**src/rtl/axil_wr_arb_mux.sv**
```systemverilog
// Round-robin arbiter/mux letting N AXI-Lite write masters share one slave port.
// One transaction in flight at a time: IDLE arbitrates on AW, XFER moves AW/W, RESP returns B.
module axil_wr_arb_mux #(
  parameter int N      = 4,
  parameter int ADDR_W = 32,
  parameter int DATA_W = 32
) (
  input  logic                    clk,
  input  logic                    rst_n,
  input  logic [N*ADDR_W-1:0]     s_awaddr,
  input  logic [N-1:0]            s_awvalid,
  output logic [N-1:0]            s_awready,
  input  logic [N*DATA_W-1:0]     s_wdata,
  input  logic [N*DATA_W/8-1:0]   s_wstrb,
  input  logic [N-1:0]            s_wvalid,
  output logic [N-1:0]            s_wready,
  output logic [1:0]              s_bresp,
  output logic [N-1:0]            s_bvalid,
  input  logic [N-1:0]            s_bready,
  output logic [ADDR_W-1:0]       m_awaddr,
  output logic                    m_awvalid,
  input  logic                    m_awready,
  output logic [DATA_W-1:0]       m_wdata,
  output logic [DATA_W/8-1:0]     m_wstrb,
  output logic                    m_wvalid,
  input  logic                    m_wready,
  input  logic [1:0]              m_bresp,
  input  logic                    m_bvalid,
  output logic                    m_bready,
  output logic                    busy,
  output logic [$clog2(N)-1:0]    grant_id
);

  localparam int ID_W   = $clog2(N);
  localparam int STRB_W = DATA_W / 8;
  localparam logic [ID_W-1:0] LAST_RST = ID_W'(N - 1);

  typedef enum logic [1:0] {IDLE, XFER, RESP} state_t;

  state_t          state_q, state_d;
  logic [ID_W-1:0] grant_q, grant_d;
  logic [ID_W-1:0] last_q, last_d;
  logic [ID_W-1:0] pick, cand;
  logic            found;
  logic            aw_done_q, aw_done_d;
  logic            w_done_q, w_done_d;
  logic            aw_hs, w_hs;

  logic [ADDR_W-1:0] awaddr_a [N];
  logic [DATA_W-1:0] wdata_a  [N];
  logic [STRB_W-1:0] wstrb_a  [N];

  for (genvar i = 0; i < N; i++) begin : g_slice
    assign awaddr_a[i] = s_awaddr[i*ADDR_W +: ADDR_W];
    assign wdata_a[i]  = s_wdata[i*DATA_W +: DATA_W];
    assign wstrb_a[i]  = s_wstrb[i*STRB_W +: STRB_W];
  end

  // First AW requester after last_grant, wrapping modulo N.
  always_comb begin
    pick  = last_q;
    cand  = '0;
    found = 1'b0;
    for (int unsigned k = 1; k <= N; k++) begin
      cand = ID_W'((32'(last_q) + k) % N);
      if (!found && s_awvalid[cand]) begin
        found = 1'b1;
        pick  = cand;
      end
    end
  end

  always_ff @(posedge clk or negedge rst_n) begin
    if (!rst_n) begin
      state_q   <= IDLE;
      grant_q   <= '0;
      last_q    <= LAST_RST;
      aw_done_q <= 1'b0;
      w_done_q  <= 1'b0;
    end else begin
      state_q   <= state_d;
      grant_q   <= grant_d;
      last_q    <= last_d;
      aw_done_q <= aw_done_d;
      w_done_q  <= w_done_d;
    end
  end

  always_comb begin
    state_d   = state_q;
    grant_d   = grant_q;
    last_d    = last_q;
    aw_done_d = aw_done_q;
    w_done_d  = w_done_q;
    s_awready = '0;
    s_wready  = '0;
    s_bvalid  = '0;
    s_bresp   = 2'b00;
    m_awvalid = 1'b0;
    m_wvalid  = 1'b0;
    m_bready  = 1'b0;
    aw_hs     = 1'b0;
    w_hs      = 1'b0;
    m_awaddr  = awaddr_a[grant_q];
    m_wdata   = wdata_a[grant_q];
    m_wstrb   = wstrb_a[grant_q];
    case (state_q)
      IDLE: begin
        if (|s_awvalid) begin
          grant_d   = pick;
          last_d    = pick;
          aw_done_d = 1'b0;
          w_done_d  = 1'b0;
          state_d   = XFER;
        end
      end
      XFER: begin
        m_awvalid          = s_awvalid[grant_q] & ~aw_done_q;
        s_awready[grant_q] = m_awready & ~aw_done_q;
        m_wvalid           = s_wvalid[grant_q] & ~w_done_q;
        s_wready[grant_q]  = m_wready & ~w_done_q;
        aw_hs              = m_awvalid & m_awready;
        w_hs               = m_wvalid & m_wready;
        aw_done_d          = aw_done_q | aw_hs;
        w_done_d           = w_done_q | w_hs;
        if (aw_done_d && w_done_d) state_d = RESP;
      end
      RESP: begin
        s_bvalid[grant_q] = m_bvalid;
        s_bresp           = m_bresp;
        m_bready          = s_bready[grant_q];
        if (m_bvalid && s_bready[grant_q]) state_d = IDLE;
      end
      default: state_d = IDLE;
    endcase
  end

  assign busy     = (state_q != IDLE);
  assign grant_id = grant_q;

endmodule

```
**config.mk**
```make
export PLATFORM = sky130hd
export DESIGN_NAME = axil_wr_arb_mux
export DESIGN_NICKNAME = d
export VERILOG_FILES = /design/src/rtl/axil_wr_arb_mux.sv
export SDC_FILE = /design/constraint.sdc
export NUM_CORES = 1
export LEC_CHECK = 0
export ABC_AREA = 1
export BUFFER_PORTS_ARGS = -buffer_cell sky130_fd_sc_hd__buf_2
export CAP_MARGIN = 10
export CELL_PAD_IN_SITES_DETAIL_PLACEMENT = 1
export CELL_PAD_IN_SITES_GLOBAL_PLACEMENT = 2
export CORE_MARGIN = 1.5
export CORE_UTILIZATION = 10
export DETAILED_ROUTE_END_ITERATION = 7
export PLACE_DENSITY_LB_ADDON = 0.25
export SLEW_MARGIN = 15
export SYNTH_ARGS = -nofsm -noshare
export SYNTH_HDL_FRONTEND = slang
export SYNTH_SLANG_ARGS = --single-unit
```
**constraint.sdc**
```tcl
create_clock -name clk -period 1.7 [get_ports clk]
set_input_delay 0.17 -clock clk [delete_from_list [all_inputs] [get_ports clk]]
set_output_delay 0.17 -clock clk [all_outputs]
set_load 0.05 [all_outputs]
```
==> out/qor.txt <==
Post-synthesis mux area share: 0%
Violated checks: setup timing
DR vias/cell: 4.23
Max Cap Viol: 0
Run status: complete, but fails checks
Worst R2R Setup Slack: 0.11 ns
Vias in the first global route: 4,782
Via count: 4,540
Leakage power: 3.26 nW
Number of remaining DRC errors: 0
WL per Instance: 18.0 µm
Sw power: 9.54 mW
Clk pin slew, worst setup/hold paths: 0.04 ns
Worst-Skew Late Latency: 0.23 ns
Slew Limit Fails: 0
Largest family of logic cells by synthesized area: simple AND/OR/NAND/NOR gates
Worst Path Arrival: 1.66 ns
Initial DRC count: 87
Unrepaired setup endpoints after global routing: true
Final Setup Violations: 76
CP required: 1.53 ns
Layout Skew: 0.00415 ns
Netlist cell types: 17
Top-area cell type share of the netlist area: 36.6%
Critical-path cell list: nand2_4, inv_8, buf_12, buf_16, a22oi_2, nand2_2, buf_6
Critical Path Source Type: register
Worst path max stage delay: 0.53 ns
# clock sinks: 8
Mapped Nets: 690
FMAX: 0.546 GHz
Fill cell count: 2,617
R2R depth: 9
Clk pwr share: 2.5%
Port bufs: 378
Share of cells above drive strength 1: 75.3%
Die area: 0.0226 mm²
Nets: 1,087
Post-DP HPWL: 15,500 µm
Peak VDD IR: 0.00132 V
Root Buffer Master: clkbuf_16
Worst-path maximum fanout: 9
Final cell count without fillers: 1,073
Layout area overhead: 199%
Max H-tree Level: 1
Syn Area/Cell: 5.45 µm²
Antenna-violating nets left: 0
First-pass GRT wire length: 27,000 µm
Site row count: 53
Complex-gate fraction of the synthesized area: 38.7%
Seq. cell area: 208 µm²
Top post-synthesis cells by area: a22oi_1 (37%), nand2_1 (29%), nand3_1 (9.2%), dfrtp_1 (6.9%), clkbuf_1 (3.1%)
Grt ovf: 0
Synth Area in XOR/XNOR: 0%
Core area: 0.0212 mm²
Worst reg2reg endpoint: state_q[1]$_DFFE_PN0P_
Num CTS Buffers: 3
Final period utilization: 108%
Adder-cell share of the synthesized area: 0%
Setup crit start: grant_id[1]$_DFFE_PN0P_
Sequential power share: 2.7%
Worst Tran Pin Value: 0.408 ns
Post-synthesis simple-gate area fraction: 42.9%
Setup WS post-layout: -0.131 ns
RD Place Congestion: 0.741
Min Tclk post-route: 1.83 ns
CTS tree: built
Sw Ratio: 58.2%
Cells after Synth: 399
Total GRT Usage: 15.4%
Die X: 150 µm
Setup crit end kind: output port
I/O pin total: 379
Logic pwr share: 94.8%
Initial core utilization: 10.3%
Ys Warns: 0
Drt pass-1 iters: 4
Seq cells post-synth: 8
Pwr/cell area: 2520 mW/mm²
Int Pwr: 6.86 mW
Chip height: 150 µm
Number of instances in the placed design: 1,049
WS Path Type: register to output port
Final WL: 19,300 µm
Initial antenna violation count: 0
Largest net degree at the start of global routing: 34
Mapped Area: 0.00217 mm²
Sequential fraction of the synthesis area: 9.33%
Critical Path Slowest Stage Cell: dfrtp_4
Multi-input logic area: 0.00255 mm²
Synth area leader: a22oi_1
HP Class: input pin to register
Max_slew headroom: 72.7%
CP endpoint: m_awaddr[29]
CTS max path bufs: 2
RR Startpoint: grant_id[1]$_DFFE_PN0P_
Tot Pwr: 16.4 mW
Final Hold Fails: 0
==> worst max-delay path: cells and delay by family, from the launching register on <==
family | cells | cell delay, ns
buf+inv | 4 | 0.49
flops | 1 | 0.53
simple gates | 2 | 0.20
compound gates | 1 | 0.18
==> layout make-up <==
type | instances | share of cell area (%)
Multi-Input combinational cell | 345 | 39.3
Clock buffer | 4 | 1.21
Antenna cell | 3 | 0.115
Sequential cell | 8 | 3.20
Inverter | 17 | 1.27
Tap cell | 275 | 5.29
Timing Repair Buffer | 421 | 49.6
==> per-layer routing <==
layer  share of wire (%)  routed length [µm]  global-route usage, %  vias up
li1                    -                   -                      -     2236
met1                  38                7370                   17.3     2092
met2                  53               10300                   30.1      208
met3                 8.4                1620                   3.58        4
met4                0.22                  42                   1.18        0
met5                   0                   0                      0        -
==> placed cells by master (no fill, tap or decap), types with 2 or more instances in the layout <==
cell type / instances
buf_2: 298
nand2_1: 119
a22oi_2: 69
buf_8: 55
nand2_2: 45
a22oi_1: 37
nand3_2: 33
buf_6: 27
buf_4: 19
buf_12: 14
inv_1: 11
nor3_4: 8
nor2_1: 7
nand3_1: 7
nor2_4: 6
a21oi_1: 5
clkbuf_16: 5
dfrtp_1: 4
diode_2: 3
buf_16: 3
inv_4: 2
nand2_4: 2
nand4_1: 2
a21oi_2: 2
o21ai_0: 2
dfstp_2: 2
==> power groups by stage <==
stage	logic, mW	clock network, mW	registers [mW]
2_1_floorplan	8.20	0	0.481
3_3_place_gp	11.7	0	0.433
3_5_place_dp	11.6	0	0.440
4_1_cts	14.8	0.415	0.447
5_1_grt	16.4	0.431	0.472
6_report	15.5	0.408	0.450
==> logic make-up after synthesis <==
logic type	count (synthesis)
and+or+nand+nor	230
AOI/OAI and AO/OA	115
buffers and inverters	46
DFF	8
==> flip-flops by register name (all words and copies together) (netlist names) <==
name / flops
aw_done_q: 1
grant_id: 2
last_q: 2
state_q: 2
w_done_q: 1
==> Yosys cell counts <==
library cell and instances:
nor2_2 2, clkinv_1 1, buf_2 7, clkbuf_1 18, nor3_1 8, nand2_1 166
buf_4 4, nor2_1 12, a21oi_1 7, a22oi_1 106, dfstp_2 2, inv_2 4
nand4_1 2, nand3_1 40, dfrtp_1 6, o21ai_0 2, inv_1 12
==> worst min-delay path by stage <==
stage               depth (start not counted)  slack, ns                      to  startpoint
floorplan                                   0      -0.13   aw_done_q$_DFFE_PN0P_       rst_n
global placement                            1       0.03  state_q[0]$_DFFE_PN0P_       rst_n
detailed placement                          1       0.03  state_q[1]$_DFFE_PN0P_       rst_n
CTS                                         3       0.22   aw_done_q$_DFFE_PN0P_   m_awready
global route                                3       0.24   aw_done_q$_DFFE_PN0P_   m_awready
finish                                      3       0.22   aw_done_q$_DFFE_PN0P_   m_awready
==> metrics by stage <==
| step | hold slack (ns) | TNS [ns] | instance area (µm²) | setup WS, ns | util (%) |
|---|---|---|---|---|---|
| 6_report | 0.220 | -5.47 | 6500 | -0.131 | 30.7 |
| 5_1_grt | 0.238 | -10.87 | 6490 | -0.190 | 30.7 |
| 4_1_cts | 0.224 | -5.87 | 6180 | -0.136 | 29.2 |
| 3_5_place_dp | 0.0288 | -0.0195 | 5030 | -0.0195 | 23.8 |
| 3_3_place_gp | 0.0293 | -0.00450 | 5030 | -0.00450 | 23.8 |
| 2_1_floorplan | -0.126 | -0.215 | 2590 | -0.0940 | - |
==> repair_timing <==
| action | 4_1_cts | 5_1_grt |
|---|---|---|
| buffers inserted | 6 | 4 |
| pin swaps | 11 | 9 |
| hold endpoints to repair | 6 | 0 |
| setup endpoints to repair | 78 | 90 |
| gates cloned | 4 | 2 |
| resized for setup | 251 | 58 |
| hold buffers | 1 | 0 |
No activity file was read; power rests on OpenSTA's default activity.
